File: config.mk
export PLATFORM = sky130hd
export DESIGN_NAME = rom_port_arbiter
export DESIGN_NICKNAME = d
export VERILOG_FILES = /design/src/rtl/rom_arb_pkg.sv /design/src/rtl/rom_port_arbiter.sv
export SDC_FILE = /design/constraint.sdc
export NUM_CORES = 1
export LEC_CHECK = 0
export BUFFER_PORTS_ARGS = -buffer_cell sky130_fd_sc_hd__buf_2
export CORE_MARGIN = 10
export CORE_UTILIZATION = 29
export DETAILED_ROUTE_END_ITERATION = 8
export PLACE_DENSITY_LB_ADDON = 0.12
export SLEW_MARGIN = 20
export SYNTH_ARGS = -nofsm -noshare
export SYNTH_HDL_FRONTEND = slang
export SYNTH_SLANG_ARGS = --single-unit
File: constraint.sdc
create_clock -name clk -period 2.35 [get_ports clk]
set_input_delay 0.3525 -clock clk [delete_from_list [all_inputs] [get_ports clk]]
set_output_delay 0.3525 -clock clk [all_outputs]
set_load 0.1 [all_outputs]
File: src/rtl/rom_arb_pkg.sv
// rom_arb_pkg: shared types and constants for rom_port_arbiter.
//   owner_e        - owner of the request accepted last cycle
//   pend_t         - pending-response record (owner + oob + err flags)
//   NOP_INST       - instruction returned for out-of-range fetches
//   DATA_OOB_VALUE - word returned for out-of-range data reads
package rom_arb_pkg;

    typedef enum logic [1:0] {
        OWN_NONE = 2'd0,
        OWN_INST = 2'd1,
        OWN_DATA = 2'd2
    } owner_e;

    typedef struct packed {
        owner_e owner;
        logic   oob;
        logic   err;
    } pend_t;

    localparam logic [31:0] NOP_INST       = 32'h0000_0013;
    localparam logic [31:0] DATA_OOB_VALUE = 32'h0000_0000;
    localparam int          STREAK_W       = 4;

    // Word index (byte address >> 2) compared against the ROM depth.
    function automatic logic word_in_range(input logic [29:0] word, input int depth);
        return {2'b00, word} < 32'(depth);
    endfunction

endpackage

File: src/rtl/rom_port_arbiter.sv
// rom_port_arbiter: shares a single-port synchronous-read ROM between the
// instruction-fetch port (i_*) and the load unit's read-only path (d_*).
//   clk, rst_n               - clock, async active-low reset
//   i_req_valid/ready/addr   - fetch request handshake, byte address
//   i_rsp_valid/data         - fetch response, one cycle after accept
//   d_req_valid/ready/addr   - data request handshake, byte address
//   d_rsp_valid/data/err     - data response, err flags misalignment
//   rom_en/rom_addr          - ROM read strobe and word address
//   rom_rdata                - ROM data, valid the cycle after rom_en
// Data wins arbitration, except that a waiting fetch is forced through once
// data has been granted MAX_DATA_STREAK times in a row.
import rom_arb_pkg::*;

module rom_port_arbiter #(
    parameter int ROM_DEPTH       = 16384,
    parameter int ADDR_W          = 14,
    parameter int MAX_DATA_STREAK = 4
) (
    input  logic              clk,
    input  logic              rst_n,
    input  logic              i_req_valid,
    output logic              i_req_ready,
    input  logic [31:0]       i_req_addr,
    output logic              i_rsp_valid,
    output logic [31:0]       i_rsp_data,
    input  logic              d_req_valid,
    output logic              d_req_ready,
    input  logic [31:0]       d_req_addr,
    output logic              d_rsp_valid,
    output logic [31:0]       d_rsp_data,
    output logic              d_rsp_err,
    output logic              rom_en,
    output logic [ADDR_W-1:0] rom_addr,
    input  logic [31:0]       rom_rdata
);

    localparam logic [STREAK_W-1:0] L_MAX = STREAK_W'(MAX_DATA_STREAK);

    logic [STREAK_W-1:0] r_streak;
    pend_t               r_pend;

    logic [29:0]         w_i_word;
    logic [29:0]         w_d_word;
    logic                w_i_inrange;
    logic                w_d_inrange;
    logic                w_d_misal;
    logic                w_gnt_d;
    logic                w_gnt_i;
    logic                w_rom_en;
    logic                w_unused;

    assign w_i_word    = i_req_addr[31:2];
    assign w_d_word    = d_req_addr[31:2];
    assign w_i_inrange = word_in_range(w_i_word, ROM_DEPTH);
    assign w_d_inrange = word_in_range(w_d_word, ROM_DEPTH);
    assign w_d_misal   = |d_req_addr[1:0];
    // Fetch ignores the byte offset entirely.
    assign w_unused    = &{1'b0, i_req_addr[1:0]};

    // Data yields only when a fetch is waiting and the streak is exhausted.
    assign w_gnt_d = d_req_valid && !(i_req_valid && (r_streak == L_MAX));
    assign w_gnt_i = i_req_valid && !w_gnt_d;

    assign w_rom_en = (w_gnt_i && w_i_inrange) ||
                      (w_gnt_d && !w_d_misal && w_d_inrange);

    // Handshake and ROM strobes are combinational, so hold them low in reset.
    assign i_req_ready = rst_n && w_gnt_i;
    assign d_req_ready = rst_n && w_gnt_d;
    assign rom_en      = rst_n && w_rom_en;
    assign rom_addr    = !(rst_n && w_rom_en) ? '0 :
                         w_gnt_d ? w_d_word[ADDR_W-1:0] : w_i_word[ADDR_W-1:0];

    always_ff @(posedge clk or negedge rst_n) begin
        if (!rst_n) begin
            r_streak <= '0;
            r_pend   <= '{owner: OWN_NONE, oob: 1'b0, err: 1'b0};
        end else begin
            // Streak only counts data grants that actually made a fetch wait.
            if (!i_req_valid || w_gnt_i)
                r_streak <= '0;
            else if (w_gnt_d && r_streak < L_MAX)
                r_streak <= r_streak + 1'b1;

            if (w_gnt_d)
                r_pend <= '{owner: OWN_DATA, oob: !w_d_misal && !w_d_inrange, err: w_d_misal};
            else if (w_gnt_i)
                r_pend <= '{owner: OWN_INST, oob: !w_i_inrange, err: 1'b0};
            else
                r_pend <= '{owner: OWN_NONE, oob: 1'b0, err: 1'b0};
        end
    end

    // Response mux: the pending record decides between ROM data and constants;
    // the port that does not own the response sees zero.
    always_comb begin
        i_rsp_valid = (r_pend.owner == OWN_INST);
        d_rsp_valid = (r_pend.owner == OWN_DATA);
        i_rsp_data  = '0;
        d_rsp_data  = '0;
        d_rsp_err   = 1'b0;
        if (i_rsp_valid)
            i_rsp_data = r_pend.oob ? NOP_INST : rom_rdata;
        if (d_rsp_valid) begin
            d_rsp_err = r_pend.err;
            if (r_pend.err)
                d_rsp_data = '0;
            else if (r_pend.oob)
                d_rsp_data = DATA_OOB_VALUE;
            else
                d_rsp_data = rom_rdata;
        end
    end

endmodule

Word level (Yosys, flattened, before mapping) --
Index checks and enable logic that the tools add are counted. Widths: inputs -> output; s select.
Storage, ports and cells: bits in registers 8, word-level logic and storage cells 44, input port bits 100, output and inout port bits 84
Cells by class: order comparisons 3, equal/unequal tests 3, reduce and logical (&&, ||, !) cells 21, mux-type cells 12, $add $sub $neg 1
Operators by type and width (count):
- $mux 32 | 5
- $lt 30x15->1 const B | 2
- $mux 14 | 2
- $mux 4 | 3
- $logic_and 1x1->1 | 11
- $logic_not 1->1 | 6
- $add 4x1->4 const B | 1
- $eq 4x3->1 const B | 1
- $lt 4x3->1 const B | 1
- $mux 3 | 1
- $eq 2x1->1 const B | 1
- $eq 2x2->1 const B | 1
- $logic_or 1x1->1 | 2
- $reduce_bool 2->1 | 1
- $reduce_or 2->1 | 1
- $mux 1 | 1

Depth between registers and ports, before layout --
Gate-level depths: netlist (run 1).
word-level depth 10, gate-level depth with buffers 8

Least setup slack after synthesis (run 1) --
Ideal clock, no wire load.
kind flip-flop to output port, start reg r_pend[2] (netlist bit), end out d_rsp_data[10], data required time 1.997 ns, cell stages (with the launch flop) 5, path slack -1.200 ns, arrival time 3.198 ns, path through dfrtp_1 > nor2b_1 > nor3b_1 > clkbuf_1 > and2_1
Between the ends: cells in the longest elaborated chain, start to end 2
Ends and longest elaborated chain:
- start: declaration | RTL line rom_port_arbiter.sv:40 | pend_t r_pend;
- start signal: assignment | RTL line rom_port_arbiter.sv:77 | r_pend <= '{owner: OWN_NONE, oob: 1'b0, err: 1'b0};
- start signal: assignment | RTL line rom_port_arbiter.sv:86 | r_pend <= '{owner: OWN_DATA, oob: !w_d_misal && !w_d_inrange, err: w_d_misal};
- start signal: assignment | RTL line rom_port_arbiter.sv:88 | r_pend <= '{owner: OWN_INST, oob: !w_i_inrange, err: 1'b0};
- $eq 2x2->1 | RTL line rom_port_arbiter.sv:98 | d_rsp_valid = (r_pend.owner == OWN_DATA);
- via d_rsp_valid | RTL line rom_port_arbiter.sv:29 | output logic d_rsp_valid,
- $mux 32 | RTL line rom_port_arbiter.sv:104 | if (d_rsp_valid) begin
- end: declaration | RTL line rom_port_arbiter.sv:30 | output logic [31:0] d_rsp_data,
The timed path passes the listed nets, and every way through them passes these cells.

Worst setup path in the final report (run 1) --
start reg r_streak[0], end out rom_addr[9]
Between the ends: cells in the longest elaborated chain, start to end 10
Ends and longest elaborated chain:
- start: declaration | RTL line rom_port_arbiter.sv:39 | logic [STREAK_W-1:0] r_streak;
- start signal: assignment | RTL line rom_port_arbiter.sv:83 | r_streak <= r_streak + 1'b1;
- $eq 4x3->1 * | RTL line rom_port_arbiter.sv:61 | assign w_gnt_d = d_req_valid && !(i_req_valid && (r_streak == L_MAX));
- $logic_and 1x1->1 * | RTL line rom_port_arbiter.sv:61
- $logic_not 1->1 * | RTL line rom_port_arbiter.sv:61
- $logic_and 1x1->1 * | RTL line rom_port_arbiter.sv:61
- $logic_not 1->1 | RTL line rom_port_arbiter.sv:62 | assign w_gnt_i = i_req_valid && !w_gnt_d;
- $logic_and 1x1->1 | RTL line rom_port_arbiter.sv:62
- $logic_and 1x1->1 | RTL line rom_port_arbiter.sv:64 | assign w_rom_en = (w_gnt_i && w_i_inrange) ||
- $logic_or 1x1->1 | RTL line rom_port_arbiter.sv:64
- $logic_and 1x1->1 | RTL line rom_port_arbiter.sv:71 | assign rom_addr = !(rst_n && w_rom_en) ? '0 :
- $mux 14 * | RTL line rom_port_arbiter.sv:71
- end: declaration | RTL line rom_port_arbiter.sv:33 | output logic [ADDR_W-1:0] rom_addr,
Mark *: on every way between the ends. The rest lies on a longest branch, timed or not.

==> results of run 1 <==
## how the worst min path moves through the flow
stage                              from     endpoint  cells past startpoint
after global placement            rst_n  r_streak[3]                      1
final                     d_req_addr[1]    r_pend[0]                      3
after CTS                 d_req_addr[1]    r_pend[0]                      3
after global routing      d_req_addr[0]    r_pend[0]                      3
after detailed placement          rst_n  r_streak[3]                      1
after floorplan                   rst_n    r_pend[0]                      0
## logic make-up (layout without fill, tap and decap cells)
group                      Yosys count  in the layout  share of synthesized area [%]
AOI/OAI and AO/OA                   20             21                           13.5
xor gates and xnor gates             1              1                          0.744
adders and majority gates            2              2                           2.13
buffers and inverters               16            196                           7.01
DFF                                  8              8                           17.0
and+or+nand+nor                    125            125                           59.6
## worst max-delay path, stage by stage, from the launching register on
cell      delay, ns
dfrtp_1        0.38
inv_1          0.06
ha_2           0.18
nand4b_1       0.12
nand2_2        0.13
o32a_4         0.52
a21oi_4        0.18
buf_12         0.19
## cell usage in the layout (no fill, tap or decap), drive strengths merged
master       count
and2            63
nand4            2
dfrtp            8
a32o             1
ha               2
nand2           33
dlygate4sd3      1
nand2b           1
xnor2            1
o21ai            1
inv              6
a21o             1
a21oi           16
clkinv           1
nand3b           1
nor2b            1
and3             2
nor2            12
nand4b           1
o32a             2
nor4             8
clkbuf           3
buf            185
nor3b            1
## metal layers
layer	track usage [%]	part of all wire [%]
met1	20.9	38
met2	36.2	51
met3	6.93	9.3
met4	3.20	1.9
met5	0	0
## where the power goes
group	leakage [nW]	total [mW]	switching, mW	internal, mW
clock	0.0216	0.162	0.0516	0.111
sequential	0.104	0.150	0.00570	0.144
combinational	1.50	0.654	0.421	0.234
total	1.63	0.967	0.478	0.489
## sequential cells by signal, summed over array words and instances, names as in the netlist
| register | flops |
|---|---|
| r_streak | 4 |
| r_pend | 4 |
## cell type report
| type | instances | area share, % |
|---|---|---|
| repair buffers | 186 | 59.9 |
| multi-input cells | 149 | 30.6 |
| flip-flops and latches | 8 | 5.75 |
| well taps | 50 | 1.80 |
| clock buffers | 3 | 1.19 |
| inverters | 7 | 0.790 |
## metrics by stage
step / total power, mW / hold slack [ns] / TNS (ns) / instances / cell area, um^2
after floorplan: 0.529 / 0.0569 / -3.06 / 172 / 1260
after global placement: 0.788 / 0.216 / 0 / 397 / 3340
after detailed placement: 0.798 / 0.216 / 0 / 397 / 3340
after CTS: 0.960 / 0.397 / 0 / 401 / 3390
after global routing: 1.00 / 0.416 / -0.414 / 403 / 3480
final: 0.967 / 0.387 / -0.000511 / 403 / 3480
## what timing repair did
action | CTS | global route
gates cloned | 0 | 1
resized for setup | 1 | 10
hold endpoints to repair | 8 | 0
pin swaps | 1 | 4
buffers inserted | 0 | 1
endpoints found under the setup margin | 14 | 14
hold buffers | 1 | 0
==> qor.csv, run 1 <==
stage;metric;value;unit
outcome;status;finished with violations;
outcome;failing checks;negative setup slack;
routing;drt wl/cell;19.1;um
placed_design;PortBufs;181;
synthesis;Yosys cell types;26;
timing;Final Cycle Share;100;%
power;LEAKAGE;1.63;nW
global_route;remaining global-route overflow;0;
power;pwr/cell area;277;nW/um^2
global_route;pin count of the biggest net entering global routing;33;
critical_path;crit path capture;rom_addr[9];
clock_network;clk_lat worst skew;0.23;ns
timing;actual slew at the worst max-slew pin;0.528;ns
min_path;type of the worst min-delay path;in2reg;
synthesis;syn_area_per_cell;6.85;um^2
critical_path;R2R Path Start;r_streak[0];
timing;Final Skew;0.00283;ns
synthesis;register area share after synthesis;17.0;%
routing;vias per std cell;4.83;
clock_network;htree depth;1;
global_route;vias in the first global route;2069;
critical_path;startpoint types;flop;
finish;Final Util;87.7;%
die;io pins;184;
finish;Reg area;200;um^2
routing;initial DRC count;76;
die;Die ar.;7010;um^2
critical_path;worst-path maximum fanout;8;
critical_path;crit path from;r_streak[0];
synthesis;post-synth top area share;33.5;%
critical_path;Worst Path Required;2.00;ns
critical_path;crit path kind;reg2out;
timing;minimum clock period;2.35;ns
synthesis;Synth Instances;172;
die;Die Wd;83.7;um
clock_network;total CTS buffers;3;
flow_run;Max Cap Violations;0;
critical_path;reg2reg setup slack;0.76;ns
routing;DRT antenna net count;0;
synthesis;Post-synth EDFFs;0;
global_route;first-pass GRT wire length;11.4;mm
die;Die Ht;83.7;um
finish;# fillers;204;
timing;final setup margin;-0.000511;ns
synthesis;synth cell count leaders;63 x and2_1, 32 x nand2_1, 12 x nor2_1;
clock_network;Clock Sinks;8;
clock_network;clk slew on worst S/H paths;0.04;ns
timing;RSZ-0062 raised after global routing;true;
clock_network;CTS tree;yes;
finish;Inserted Diodes;0;
critical_path;capturing point of the worst reg2reg path;r_pend[1];
synthesis;most common cell in the synthesized netlist;and2_1;
placed_design;Placer Congestion;0.803;
placed_design;hpwl dp;6.70;mm
clock_network;Clock Root Buffer;clkbuf_8;
clock_network;Longest Clk Path Bufs;2;
finish;layout cells sized above 1;69.4;%
die;Initial Utilization;29.6;%
synthesis;Syn Std Cell Area;1180;um^2
finish;Area growth syn-to-layout;196;%
synthesis;asr flop ratio synth;100;%
synthesis;largest area contributor in the netlist;and2_1;
die;CORE AREA;3970;um^2
routing;routed vias;1948;
critical_path;Setup crit end kind;output port;
routing;final wirelength;7.71;mm
critical_path;crit path DAT;2.00;ns
synthesis;top_reg_cell synth;dfrtp_1;
synthesis;Synth warnings;0;
routing;DRC viols;0;
global_route;Global Route Usage Sum;19.6;%
timing;Final setup viols;1;
critical_path;Worst R2R Path Depth;6;
timing;Slew HR;65.0;%
synthesis;Synth Register Bits;8;
timing;max-slew violation count;0;
synthesis;Net Count, Synth;274;
synthesis;Area contributors post-synth;and2_1 33%, dfrtp_1 17%, nand2_1 10%, a21oi_2 6.7%, nor4_2 4.3%;
finish;layout net count;457;
timing;Final Hold Viols;0;
routing;first-pass iteration count of the detailed router;4;
timing;top achievable clock speed;0.425;GHz
placed_design;dpl ws;0.131;ns
power;peak supply drop;0.000321;V
finish;Multi-input gate area;1060;um^2
global_route;initial antenna violation count;0;
die;row count;23;
(Power assumes the default switching activity.)
==> inputs of run 2 (changes only) <==
==> constraint.sdc (replaced) <==
create_clock -name clk -period 2.4 [get_ports clk]
set_input_delay 0.36 -clock clk [delete_from_list [all_inputs] [get_ports clk]]
set_output_delay 0.36 -clock clk [all_outputs]
set_load 0.1 [all_outputs]
==> qor.csv, run 2 (synthesis results as in run 1) <==
stage;metric;value;unit;change
outcome;status;finished clean;;
global_route;first-pass GRT wire length;10.7;mm;-6.2%
routing;vias per std cell;4.62;;-4.5%
die;row count;23;;unchanged
timing;TNS Setup;0;ns;+0.000511 ns
clock_network;CTS tree;yes;;
critical_path;crit path from;r_streak[1];;
die;Die ar.;7010;um^2;unchanged
global_route;remaining global-route overflow;0;;unchanged
finish;Area growth syn-to-layout;156;%;
power;LEAKAGE;1.54;nW;-5.4%
critical_path;capturing point of the worst reg2reg path;r_pend[1];;
clock_network;htree depth;1;;unchanged
timing;top achievable clock speed;0.427;GHz;
timing;actual slew at the worst max-slew pin;0.511;ns;-0.0170 ns
clock_network;total CTS buffers;3;;unchanged
global_route;met1 Use GR;20.2;%;-0.70 points
global_route;vias in the first global route;1973;;-4.6%
routing;final wirelength;7.13;mm;-7.6%
power;pwr/cell area;288;nW/um^2;+3.7%
finish;layout cells sized above 1;69.4;%;about the same
global_route;GR Layer Usage met2;32.3;%;-4.0 points
finish;Multi-input gate area;1050;um^2;-1.1%
routing;initial DRC count;48;;-37%
global_route;GRT met3 Usage;7.32;%;+0.39 points
finish;Non-Filler Instances;406;;+0.74%
critical_path;R2R Path Start;r_streak[1];;
clock_network;Longest Clk Path Bufs;2;;unchanged
clock_network;Clock Root Buffer;clkbuf_8;;
die;io pins;184;;unchanged
critical_path;crit path DAT;1.98;ns;-0.02 ns
power;Pwr Total;867;uW;-10%
routing;first-pass iteration count of the detailed router;4;;unchanged
min_path;Min-Delay Path Depth;3;;unchanged
finish;Reg area;200;um^2;unchanged
critical_path;Setup crit end kind;output port;;
routing;DRC viols;0;;unchanged
finish;layout net count;460;;+0.66%
timing;Final Cycle Share;97.6;%;
global_route;pin count of the biggest net entering global routing;33;;unchanged
timing;minimum clock period;2.34;ns;
timing;Final Skew;0.00116;ns;-0.00167 ns
timing;Hold WS;0.395;ns;+0.00877 ns
critical_path;max incr delay on CP;0.50;ns;-0.02 ns
global_route;initial antenna violation count;0;;unchanged
placed_design;placed insts;397;;unchanged
routing;DRT antenna net count;0;;unchanged
timing;Slew HR;66.1;%;+1.1 points
min_path;Hold EP;r_pend[0];;
timing;RSZ-0062 raised after global routing;false;;
die;Die Ht;83.7;um;unchanged
clock_network;clk_lat worst skew;0.23;ns;about the same
routing;drt wl/cell;17.6;um;-8.3%
global_route;Global Route Usage Sum;18.5;%;-1.0 points
timing;max-slew violation count;0;;unchanged
finish;most frequent cells in the layout;137 x buf_2, 44 x buf_12, 32 x and2_2, 32 x nand2_1, 31 x and2_1;;
placed_design;hpwl dp;6.21;mm;-7.3%
global_route;GRT Max-Usage Layer;met2;;
timing;Final setup viols;0;;-1
finish;commonest non-fill, non-tap cell in the layout;buf_2;;
critical_path;Max stage delay cell, worst path;o32a_4;;
placed_design;PortBufs;181;;unchanged
critical_path;crit-path cells;inv_1, ha_1, nand4b_1, nand2_4, o32a_4, a21oi_4, buf_12;;
finish;Inserted Diodes;0;;unchanged
die;Die Wd;83.7;um;unchanged
critical_path;startpoint types;flop;;
critical_path;worst path buffer plus inverter count;2;;unchanged
min_path;type of the worst min-delay path;in2reg;;
die;CORE AREA;3970;um^2;unchanged
critical_path;Worst R2R Path Depth;6;;unchanged
clock_network;clk slew on worst S/H paths;0.04;ns;about the same
finish;Largest regs;r_pend (4), r_streak (4);;
placed_design;Placer Congestion;0.840;;+4.6%
timing;Final Hold Viols;0;;unchanged
min_path;hold_sp;d_req_addr[1];;
critical_path;reg2reg setup slack;0.84;ns;+0.08 ns
critical_path;family with the most delay on the worst path;compound AO/OA/AOI/OAI gates;;
clock_network;Clock Sinks;8;;unchanged
power;peak supply drop;0.000242;V;-25%
critical_path;crit path kind;reg2out;;
critical_path;Worst Path Required;2.04;ns;+0.04 ns
die;Initial Utilization;29.6;%;unchanged
routing;routed vias;1875;;-3.7%
critical_path;worst-path maximum fanout;8;;unchanged
finish;# fillers;281;;+38%
flow_run;Max Cap Violations;0;;unchanged
run 2: cell types whose count changed in the layout (fill, tap and decap cells not counted), sizes merged:
cell,delta
buf,+3
run 2: metal layers:
metal | part of all wire, % | wire length (um) | up-vias
met5 | 0 | 0 | -
met4 | 1.4 | 102 | 0
met3 | 10 | 748 | 9
met2 | 50 | 3560 | 133
met1 | 38 | 2710 | 806
li1 | - | - | 927
run 2: worst max path at each step:
stage	slack (ns)	cells past startpoint	endpoint
finish	0.06	7	rom_addr[11]
global route	0.003	7	rom_addr[11]
CTS	0.02	7	rom_addr[2]
detailed placement	0.17	6	rom_addr[2]
global placement	0.19	8	rom_addr[13]
floorplan	-0.23	7	rom_addr[10]
run 2: final cells by class:
class | count | share of cell area [%]
Sequential cell | 8 | 6.64
Clock buffer | 3 | 1.37
Timing Repair Buffer | 189 | 54.0
Multi-Input combinational cell | 149 | 35.0
Inverter | 7 | 0.913
Tap cell | 50 | 2.08
run 2: where the power goes:
group          total (mW)  internal [mW]  leakage, nW  switching (mW)
combinational       0.558          0.162         1.42           0.396
clock               0.162          0.109       0.0216          0.0538
sequential          0.146          0.141        0.104         0.00514
total               0.867          0.412         1.54           0.455
run 2: worst reg2reg max path, delay by kind of cell, from the launching register on:
| kind | cells | cell delay (ns) |
|---|---|---|
| flip-flops | 1 | 0.39 |
| AND/OR/NAND/NOR | 2 | 0.31 |
| AO/OA/AOI/OAI | 1 | 0.29 |
| buffers and inverters | 2 | 0.27 |
| adder cells (fa/ha/maj) | 1 | 0.18 |
run 2: per-stage QoR:
stage / util, % / worst slack, ns / instance area, um^2
2_1_floorplan: - / -0.226 / 1240
3_3_place_gp: 71.6 / 0.194 / 2840
3_5_place_dp: 71.6 / 0.174 / 2840
4_1_cts: 72.9 / 0.0206 / 2900
5_1_grt: 75.9 / 0.00250 / 3010
6_report: 75.9 / 0.0566 / 3010
run 2: repair_timing:
item | CTS | global route
buffers inserted | 0 | 4
hold endpoints to repair | 8 | 0
setup endpoints to repair | 14 | 15
gates cloned | 0 | 1
hold buffers | 1 | 0
pin swaps | 1 | 3
resized for setup | 1 | 10
